File: src/rtl/alu_share_pkg.sv
// Shared types and constants for the ALU sharing controller.
// Optional feature macro: ALU_SHARE_FLAGREG_EN (architectural flag register).
package alu_share_pkg;

  // Controller sequencing states
  typedef enum logic [1:0] {
    IDLE = 2'd0,
    EXEC = 2'd1,
    RESP = 2'd2
  } state_e;

  // ALU select encodings: S[3]=0 arithmetic (S[0] picks subtract), S[3]=1 logic on S[2:0]
  localparam logic [3:0] OP_ADD   = 4'b0000;
  localparam logic [3:0] OP_SUB   = 4'b0001;
  localparam logic [3:0] OP_AND   = 4'b1000;
  localparam logic [3:0] OP_OR    = 4'b1001;
  localparam logic [3:0] OP_XOR   = 4'b1010;
  localparam logic [3:0] OP_NOT   = 4'b1011;
  localparam logic [3:0] OP_PASSA = 4'b1100;
  localparam logic [3:0] OP_PASSB = 4'b1101;
  localparam logic [3:0] OP_NAND  = 4'b1110;
  localparam logic [3:0] OP_NOR   = 4'b1111;

  // Widest datapath and grant index the latched request can carry
  localparam int MAX_BITS = 64;
  localparam int MAX_IDW  = 3;

  // Request captured at grant time; it alone drives the ALU afterwards
  typedef struct packed {
    logic [3:0]          op;
    logic [MAX_BITS-1:0] a;
    logic [MAX_BITS-1:0] b;
    logic [MAX_IDW-1:0]  id;
    logic                setf;
  } req_t;

endpackage

File: src/rtl/alu.sv
// Shared ALU datapath: arithmetic add/sub and eight logic ops, flags {N,Z,C,V}.
// C is the carry out (no-borrow on subtract); C and V stay 0 for logic ops.
module alu
  import alu_share_pkg::*;
#(
  parameter int BITS = 32
) (
  input  logic [3:0]      s,
  input  logic [BITS-1:0] a,
  input  logic [BITS-1:0] b,
  output logic [BITS-1:0] y,
  output logic [3:0]      nzcv
);

  logic [BITS:0] sum;
  logic          c;
  logic          v;

  // Decode the select and compute result, carry and signed overflow
  always_comb begin
    sum = '0;
    y   = '0;
    c   = 1'b0;
    v   = 1'b0;
    if (s[3] == 1'b0) begin
      case ({3'b000, s[0]})
        OP_ADD: begin
          sum = {1'b0, a} + {1'b0, b};
          v   = (a[BITS-1] == b[BITS-1]) && (sum[BITS-1] != a[BITS-1]);
        end
        OP_SUB: begin
          sum = {1'b0, a} + {1'b0, ~b} + (BITS+1)'(1);
          v   = (a[BITS-1] != b[BITS-1]) && (sum[BITS-1] != a[BITS-1]);
        end
        default: sum = '0;
      endcase
      y = sum[BITS-1:0];
      c = sum[BITS];
    end else begin
      case ({1'b1, s[2:0]})
        OP_AND:   y = a & b;
        OP_OR:    y = a | b;
        OP_XOR:   y = a ^ b;
        OP_NOT:   y = ~a;
        OP_PASSA: y = a;
        OP_PASSB: y = b;
        OP_NAND:  y = ~(a & b);
        OP_NOR:   y = ~(a | b);
        default:  y = '0;
      endcase
    end
  end

  assign nzcv = {y[BITS-1], (y == '0), c, v};

endmodule

File: src/rtl/rr_arbiter_nreq.sv
// Combinational round-robin arbiter: first valid requester at or above ptr, wrapping.
module rr_arbiter_nreq #(
  parameter int NREQ = 4,
  parameter int IDW  = $clog2(NREQ)
) (
  input  logic [NREQ-1:0] req_valid,
  input  logic [IDW-1:0]  ptr,
  output logic [NREQ-1:0] grant,
  output logic [IDW-1:0]  grant_idx,
  output logic            grant_any
);

  logic [IDW-1:0] idx;

  // Scan from the pointer upward with wrap and keep the first hit
  always_comb begin
    grant     = '0;
    grant_idx = '0;
    grant_any = 1'b0;
    idx       = '0;
    for (int off = 0; off < NREQ; off++) begin
      idx = IDW'((int'(ptr) + off) % NREQ);
      if (!grant_any && req_valid[idx]) begin
        grant_any      = 1'b1;
        grant[idx]     = 1'b1;
        grant_idx      = idx;
      end
    end
  end

endmodule

File: src/rtl/alu_share_ctrl.sv
// Shares one ALU among NREQ requesters: round-robin grant, one-cycle execute,
// registered response held until its owner accepts it.
// Optional macro ALU_SHARE_FLAGREG_EN adds req_setf and the flags_q register.
module alu_share_ctrl
  import alu_share_pkg::*;
#(
  parameter int BITS = 32,
  parameter int NREQ = 4,
  parameter int IDW  = $clog2(NREQ)
) (
  input  logic              clk,
  input  logic              rst,
  input  logic [NREQ-1:0]   req_valid,
  output logic [NREQ-1:0]   req_ready,
  input  logic [4*NREQ-1:0] req_op,
  input  logic [BITS*NREQ-1:0] req_a,
  input  logic [BITS*NREQ-1:0] req_b,
  output logic [NREQ-1:0]   rsp_valid,
  input  logic [NREQ-1:0]   rsp_ready,
  output logic [BITS-1:0]   rsp_y,
  output logic [3:0]        rsp_nzcv,
  output logic [IDW-1:0]    rsp_id,
  output logic              busy
`ifdef ALU_SHARE_FLAGREG_EN
  ,
  input  logic [NREQ-1:0]   req_setf,
  output logic [3:0]        flags_q
`endif
);

  state_e         state_q, state_d;
  req_t           req_q, req_d;
  logic [IDW-1:0] ptr_q, ptr_d;
  logic [BITS-1:0] rsp_y_q, rsp_y_d;
  logic [3:0]     rsp_nzcv_q, rsp_nzcv_d;

  logic [NREQ-1:0] grant;
  logic [IDW-1:0]  grant_idx;
  logic            grant_any;
  logic [BITS-1:0] alu_y;
  logic [3:0]      alu_nzcv;
  logic            unused_req_bits;

  logic [3:0]      op_arr [NREQ];
  logic [BITS-1:0] a_arr  [NREQ];
  logic [BITS-1:0] b_arr  [NREQ];

  for (genvar g = 0; g < NREQ; g++) begin : g_unpack
    assign op_arr[g] = req_op[4*g +: 4];
    assign a_arr[g]  = req_a[BITS*g +: BITS];
    assign b_arr[g]  = req_b[BITS*g +: BITS];
  end

  rr_arbiter_nreq #(.NREQ(NREQ), .IDW(IDW)) u_arb (
    .req_valid (req_valid),
    .ptr       (ptr_q),
    .grant     (grant),
    .grant_idx (grant_idx),
    .grant_any (grant_any)
  );

  alu #(.BITS(BITS)) u_alu (
    .s    (req_q.op),
    .a    (req_q.a[BITS-1:0]),
    .b    (req_q.b[BITS-1:0]),
    .y    (alu_y),
    .nzcv (alu_nzcv)
  );

  assign rsp_id          = req_q.id[IDW-1:0];
  assign rsp_y           = rsp_y_q;
  assign rsp_nzcv        = rsp_nzcv_q;
  assign unused_req_bits = ^req_q;

  // State register
  always_ff @(posedge clk or posedge rst) begin
    if (rst) state_q <= IDLE;
    else     state_q <= state_d;
  end

  // Next state: grant -> execute -> wait for the owner's accept
  always_comb begin
    state_d = state_q;
    case (state_q)
      IDLE:    if (grant_any) state_d = EXEC;
      EXEC:    state_d = RESP;
      RESP:    if (rsp_ready[rsp_id]) state_d = IDLE;
      default: state_d = IDLE;
    endcase
  end

  // Outputs: grant only while idle and out of reset, response to the owner only
  always_comb begin
    req_ready = '0;
    rsp_valid = '0;
    busy      = (state_q != IDLE);
    if (state_q == IDLE && !rst) req_ready = grant;
    if (state_q == RESP) rsp_valid[rsp_id] = 1'b1;
  end

  // Datapath next values: latch the winner, advance the pointer, capture the ALU result
  always_comb begin
    req_d      = req_q;
    ptr_d      = ptr_q;
    rsp_y_d    = rsp_y_q;
    rsp_nzcv_d = rsp_nzcv_q;
    if (state_q == IDLE && grant_any) begin
      req_d.op = op_arr[grant_idx];
      req_d.a  = MAX_BITS'(a_arr[grant_idx]);
      req_d.b  = MAX_BITS'(b_arr[grant_idx]);
      req_d.id = MAX_IDW'(grant_idx);
`ifdef ALU_SHARE_FLAGREG_EN
      req_d.setf = req_setf[grant_idx];
`else
      req_d.setf = 1'b0;
`endif
      ptr_d = (grant_idx == IDW'(NREQ-1)) ? '0 : grant_idx + IDW'(1);
    end
    if (state_q == EXEC) begin
      rsp_y_d    = alu_y;
      rsp_nzcv_d = alu_nzcv;
    end
  end

  // Datapath registers
  always_ff @(posedge clk or posedge rst) begin
    if (rst) begin
      req_q      <= '0;
      ptr_q      <= '0;
      rsp_y_q    <= '0;
      rsp_nzcv_q <= '0;
    end else begin
      req_q      <= req_d;
      ptr_q      <= ptr_d;
      rsp_y_q    <= rsp_y_d;
      rsp_nzcv_q <= rsp_nzcv_d;
    end
  end

`ifdef ALU_SHARE_FLAGREG_EN
  logic [3:0] flags_d;

  // Architectural flags follow the captured NZCV only for setf operations
  always_comb begin
    flags_d = flags_q;
    if (state_q == EXEC && req_q.setf) flags_d = alu_nzcv;
  end

  // Architectural flag register
  always_ff @(posedge clk or posedge rst) begin
    if (rst) flags_q <= '0;
    else     flags_q <= flags_d;
  end
`endif

endmodule
File: config.mk
export PLATFORM = sky130hd
export DESIGN_NAME = alu_share_ctrl
export DESIGN_NICKNAME = d
export VERILOG_FILES = /design/src/rtl/alu_share_pkg.sv /design/src/rtl/alu.sv /design/src/rtl/rr_arbiter_nreq.sv /design/src/rtl/alu_share_ctrl.sv
export SDC_FILE = /design/constraint.sdc
export NUM_CORES = 1
export LEC_CHECK = 0
export ABC_AREA = 1
export CAP_MARGIN = 20
export CORE_ASPECT_RATIO = 1.1
export CORE_UTILIZATION = 50
export DETAILED_ROUTE_END_ITERATION = 7
export PLACE_DENSITY = 0.76
export SLEW_MARGIN = 5
export SYNTH_ARGS = -nofsm -noshare
export SYNTH_HDL_FRONTEND = slang
export SYNTH_HIERARCHICAL = 1
export SYNTH_SLANG_ARGS = --single-unit
File: constraint.sdc
create_clock -name clk -period 7.4 [get_ports clk]
set_input_delay 1.48 -clock clk [delete_from_list [all_inputs] [get_ports clk]]
set_output_delay 1.48 -clock clk [all_outputs]
set_load 0.01 [all_outputs]
Word level (Yosys, flattened, before mapping)
Index checks and enable logic that the tools add are counted.

Add/subtract/negate cells: 7. Magnitude comparators: 11. Eq/ne operators: 16. Mux-type cells: 53. Bitwise logic cells: 12. Reduce and logical (&&, ||, !) cells: 21.

Operators with widths (number): one-hot mux 32 bit (8 select lines) (1); 2-to-1 mux 32 bit (5); binary-select mux 32 bit (select 2 bit) (2); inverter 32 bit (4); adder 32 x 32 -> 33 bit (2); one-hot mux 33 bit (2 select lines) (1); adder 33 x 1 -> 33 bit (second input constant) (1); bitwise AND 32 bit (1); zero test 32 bit (1); 2-to-1 mux 4 bit (8); OR 32 bit (1); bitwise XOR 32 bit (1); 2-to-1 mux 1 bit (16); less-than comparator 2 x 3 -> 1 bit (second input constant) (5); 2-to-1 mux 2 bit (7); == test 3 bit (second input constant) (4); logical AND 1 bit (12); OR 4 bit (3); binary-select mux 1 bit (select 2 bit) (5); demux 1 bit (select 2 bit) (5); greater-or-equal comparator 2 x 1 -> 1 bit (second input constant) (5); binary-select mux 4 bit (select 2 bit) (1); == test 3 x 2 -> 1 bit (second input constant) (2); one-hot mux 2 bit (3 select lines) (1); 17 further kinds (26).

Flip-flop bits (word level): 110. Input bits: 282. Output and inout bits: 47.

Depth between registers and ports, before layout
Depth after elaboration: 16. Depth in mapped cells: 24.

Modules after synthesis
Netlist, hierarchy kept.

By module, submodules not included: alu (instances 1, cells an instance 1487, area each 7463.4 µm², seq. area each 0.0 µm²); alu_share_ctrl (instances 1, cells an instance 1154, area each 7058.0 µm², seq. area each 2752.6 µm²); rr_arbiter_nreq (instances 1, cells an instance 74, area each 440.4 µm², seq. area each 0.0 µm²).

Worst setup path before layout
Ideal clock, no wire load.

Path kind: input-to-output. Start: input port rst. End: output port req_ready[0]. Data arrival time: 4435 ps. Required time: 5920 ps. Path slack: 1485 ps. Stages on the path: 3. Path buffers: 0. Cells stage by stage: inv_1 -> nand2_1 -> nor2_1.

Word-level cells in the longest chain between the ends: 3.

RTL lines: start, declared (RTL line alu_share_ctrl.sv:12) `input logic rst,`; zero test 1 bit (no line); logical AND 1 bit (RTL line alu_share_ctrl.sv:97) `if (state_q == IDLE && !rst) req_ready = grant;`; 2-to-1 mux 4 bit (RTL line alu_share_ctrl.sv:97); end, declared (RTL line alu_share_ctrl.sv:14) `output logic [NREQ-1:0] req_ready,`.

No other way between the ends.

Worst setup path after layout
Start: input port req_valid[1]. End: output port req_ready[2].

Word-level cells in the longest chain between the ends: 13.

RTL lines: start, declared (RTL line alu_share_ctrl.sv:13) `input logic [NREQ-1:0] req_valid,`; binary-select mux 1 bit (select 2 bit) (RTL line rr_arbiter_nreq.sv:23) `if (!grant_any && req_valid[idx]) begin`; 2-to-1 mux 1 bit (not written as such) (RTL line rr_arbiter_nreq.sv:23); 2-to-1 mux 1 bit (RTL line rr_arbiter_nreq.sv:23); zero test 1 bit (RTL line rr_arbiter_nreq.sv:23); logical AND 1 bit (RTL line rr_arbiter_nreq.sv:23); 2-to-1 mux 1 bit (RTL line rr_arbiter_nreq.sv:23); zero test 1 bit (RTL line rr_arbiter_nreq.sv:23); logical AND 1 bit (RTL line rr_arbiter_nreq.sv:23); 2-to-1 mux 1 bit (RTL line rr_arbiter_nreq.sv:23); zero test 1 bit (RTL line rr_arbiter_nreq.sv:23); logical AND 1 bit (RTL line rr_arbiter_nreq.sv:23); 2-to-1 mux 4 bit * (RTL line rr_arbiter_nreq.sv:23); net grant[2] (RTL line alu_share_ctrl.sv:37) `logic [NREQ-1:0] grant;`; 2-to-1 mux 4 bit * (RTL line alu_share_ctrl.sv:97).

Mark *: on every way through the listed nets, which the timed path passes. The rest lies on a longest branch. The select of a mux whose other input is x is not followed.

==> flow_summary_export.csv <==
group,metric,value,unit
timing,finalSetupViolCount,0,
clock_tree,clockRootBuffer,"clkbuf_16",
grt,grt_max_degree,82,
synth,synth_top_family_by_area,"simple AND/OR/NAND/NOR gates",
synth,synthFlopType,"dfrtp_1",
timing,rsz0062_at_grt,"false",
route,viasPerCell,5.58,
outcome,outcome,"complete, but fails checks",
run,max-cap-violations,0,
clock_tree,post_cts.repair.setup_buffers,0,
clock_tree,ctsResizeCount,0,
synth,synth_edf_count,0,
synth,yosys.area_share.simple,47.4,%
outcome,violations,"DRC",
finish,final_nets,3323,
synth,async_flop_share,100,%
synth,synth_cell_type_count,47,
clock_tree,cts_tree,"done",
synth,ys_ff_latch,110,
clock_tree,numCtsBuffers,9,
grt,first_global_vias,17500,
timing,post-route-period-util,68.9,%
setup_path,required,5920,ps
synth,syn-instance-count,2715,
placed_design,portBuffers,328,
clock_tree,clock-sinks,110,
synth,synth_mux_area_share,0,%
floorplan,coreArea,29500,µm²
timing,hold_viol_final,0,
synth,yosysTopAreaCellShare,28.4,%
route,drtAntennaViolNets,0,
grt,grt_use_total,40.9,%
placed_design,pre_cts_ws,2210,ps
timing,fin_skew,18.0,ps
synth,synth.top_cells.by_area,"nand2_1, dfrtp_1, nand3_1",
setup_path,cp_max_fo,6,
route,wl_per_cell,19.0,µm
finish,utilization,62.6,%
synth,syn_avg_cell_area,5.51,µm²
finish,syn_to_final_growth,23.3,%
setup_path,worstSetupPathType,"primary input to output pin",
grt,grt_overflow,0,
placed_design,place_inst,3299,
synth,yosysSeqAreaShare,18.4,%
setup_path,start_kind,"primary input",
clock_tree,clk_latency,380,ps
clock_tree,htreeDepth,3,
floorplan,initial_utilization,50.8,%
finish,fill_cells,2893,
synth,yosys-top-cells-count,"nand2_1, inv_1, nand3_1",
hold_path,hold_class,"register to register",
setup_path,endpoint_kind,"output pin",
synth,synth_nets,3101,
grt,grt_pass1_wl,96.1,mm
synth,yosys.area.top_type,"nand2_1",
timing,timing.slew.headroom,21.5,%
route,via_count,18600,
finish,fin_cells,3324,
floorplan,fp.dieW,167,µm
route,drt-total-wl,63.2,mm
synth,synthXorXnorAreaFrac,0,%
timing,max_freq,196,MHz
route,initialDrtViolationCount,2208,
route,drt_pre_antenna_iters,8,
synth,synth_compound_area_share,9.81,%
synth,synth_area,15000,µm²
floorplan,die_area,30600,µm²
placed_design,dpl.hpwl,50.3,mm
clock_tree,clk_pin_slew,70,ps
placed_design,gp_congestion,1.04,
synth,synth_warnings,6,
clock_tree,postCtsHoldBufs,0,
timing,worst_pin_slew,1170,ps
timing,fin_crit,5100,ps
synth,yosysMostFrequentCell,"nand2_1",
floorplan,ios,329,
route,route.detailed.drc,1,
clock_tree,cts_buffer_depth,2,
timing,slew_viol_final,0,
setup_path,worstPathArrival,3620,ps
timing,setup_slack,2300,ps
grt,grt_antenna_before_repair,10,
finish,drive_above_1_share,2.58,%
floorplan,row_count,66,
synth,synthAdderAreaFrac,8.80,%
timing,finalSetupTns,0,ps
floorplan,die_y,183,µm
logic make-up after synthesis:
kind of cell | count (synthesis)
fa+ha+maj | 104
buf+inv | 554
flops | 110
compound gates | 237
simple gates | 1710
per-layer routing:
metal	global-route usage, %	routed length, µm	up-vias
li1	-	-	8905
met1	49.3	24100	8357
met2	67.6	29000	1085
met3	8.55	6520	204
met4	23.2	3570	4
met5	0	31	-
metrics by stage:
step                cell area [µm²]  hold slack, ps
detailed placement            18100             457
finish                        18400             472
floorplan                     15000             450
CTS                           18400             476
global placement              18100             452
global route                  18400             498
flip-flops by register name (all words and copies together), names as in the netlist:
signal    count
rsp_y        32
req_q        68
ptr_q         2
rsp_id        2
state_q       2
rsp_nzcv      4
layout make-up:
class | count | area (µm²) | area share [%]
antenna | 8 | 20.0 | 0.109
clock buffer | 9 | 225 | 1.22
clock inverter | 7 | 82.6 | 0.448
inverter | 423 | 1600 | 8.65
multi-input combinational | 2051 | 9890 | 53.6
sequential | 110 | 2750 | 14.9
tap | 374 | 468 | 2.54
timing repair buffer | 342 | 3410 | 18.5
path summary, 6_finish.rpt:
check	start	endpoint	slack [ps]	cells past startpoint
max in group asynchronous	rst	req_q[135]	4600	3
min	rsp_y[13]	rsp_y[13]	470	2
min reg2reg	rsp_y[13]	rsp_y[13]	470	2
min in group asynchronous	rst	req_q[25]	1540	2
max reg2reg	ptr_q[0]	req_q[83]	2970	15
max	req_valid[1]	req_ready[2]	2300	11
worst max-delay path, stage by stage:
cell and delay (ps):
clkdlybuf4s50_1 450, inv_1 70, nand2_1 80, nand3_2 170
nand2_4 70, nor2_1 320, a21oi_1 120, nand3_1 150
inv_1 60, nor2_1 100, clkdlybuf4s50_1 550
cell usage in the layout, fill, tap and decap left out, types with 16 or more instances in the layout:
master,instances
nand3_1,323
a21oi_1,71
ha_1,102
inv_1,407
o21ai_1,23
clkdlybuf4s50_1,328
o21ai_0,46
o22ai_1,16
nand2_1,1132
nor3_1,20
o221ai_1,16
nor2_1,167
nand4_1,26
dfrtp_1,110
Power is not shown: default switching activity piles up to over one toggle a cycle in this logic, so the estimate is an artifact.
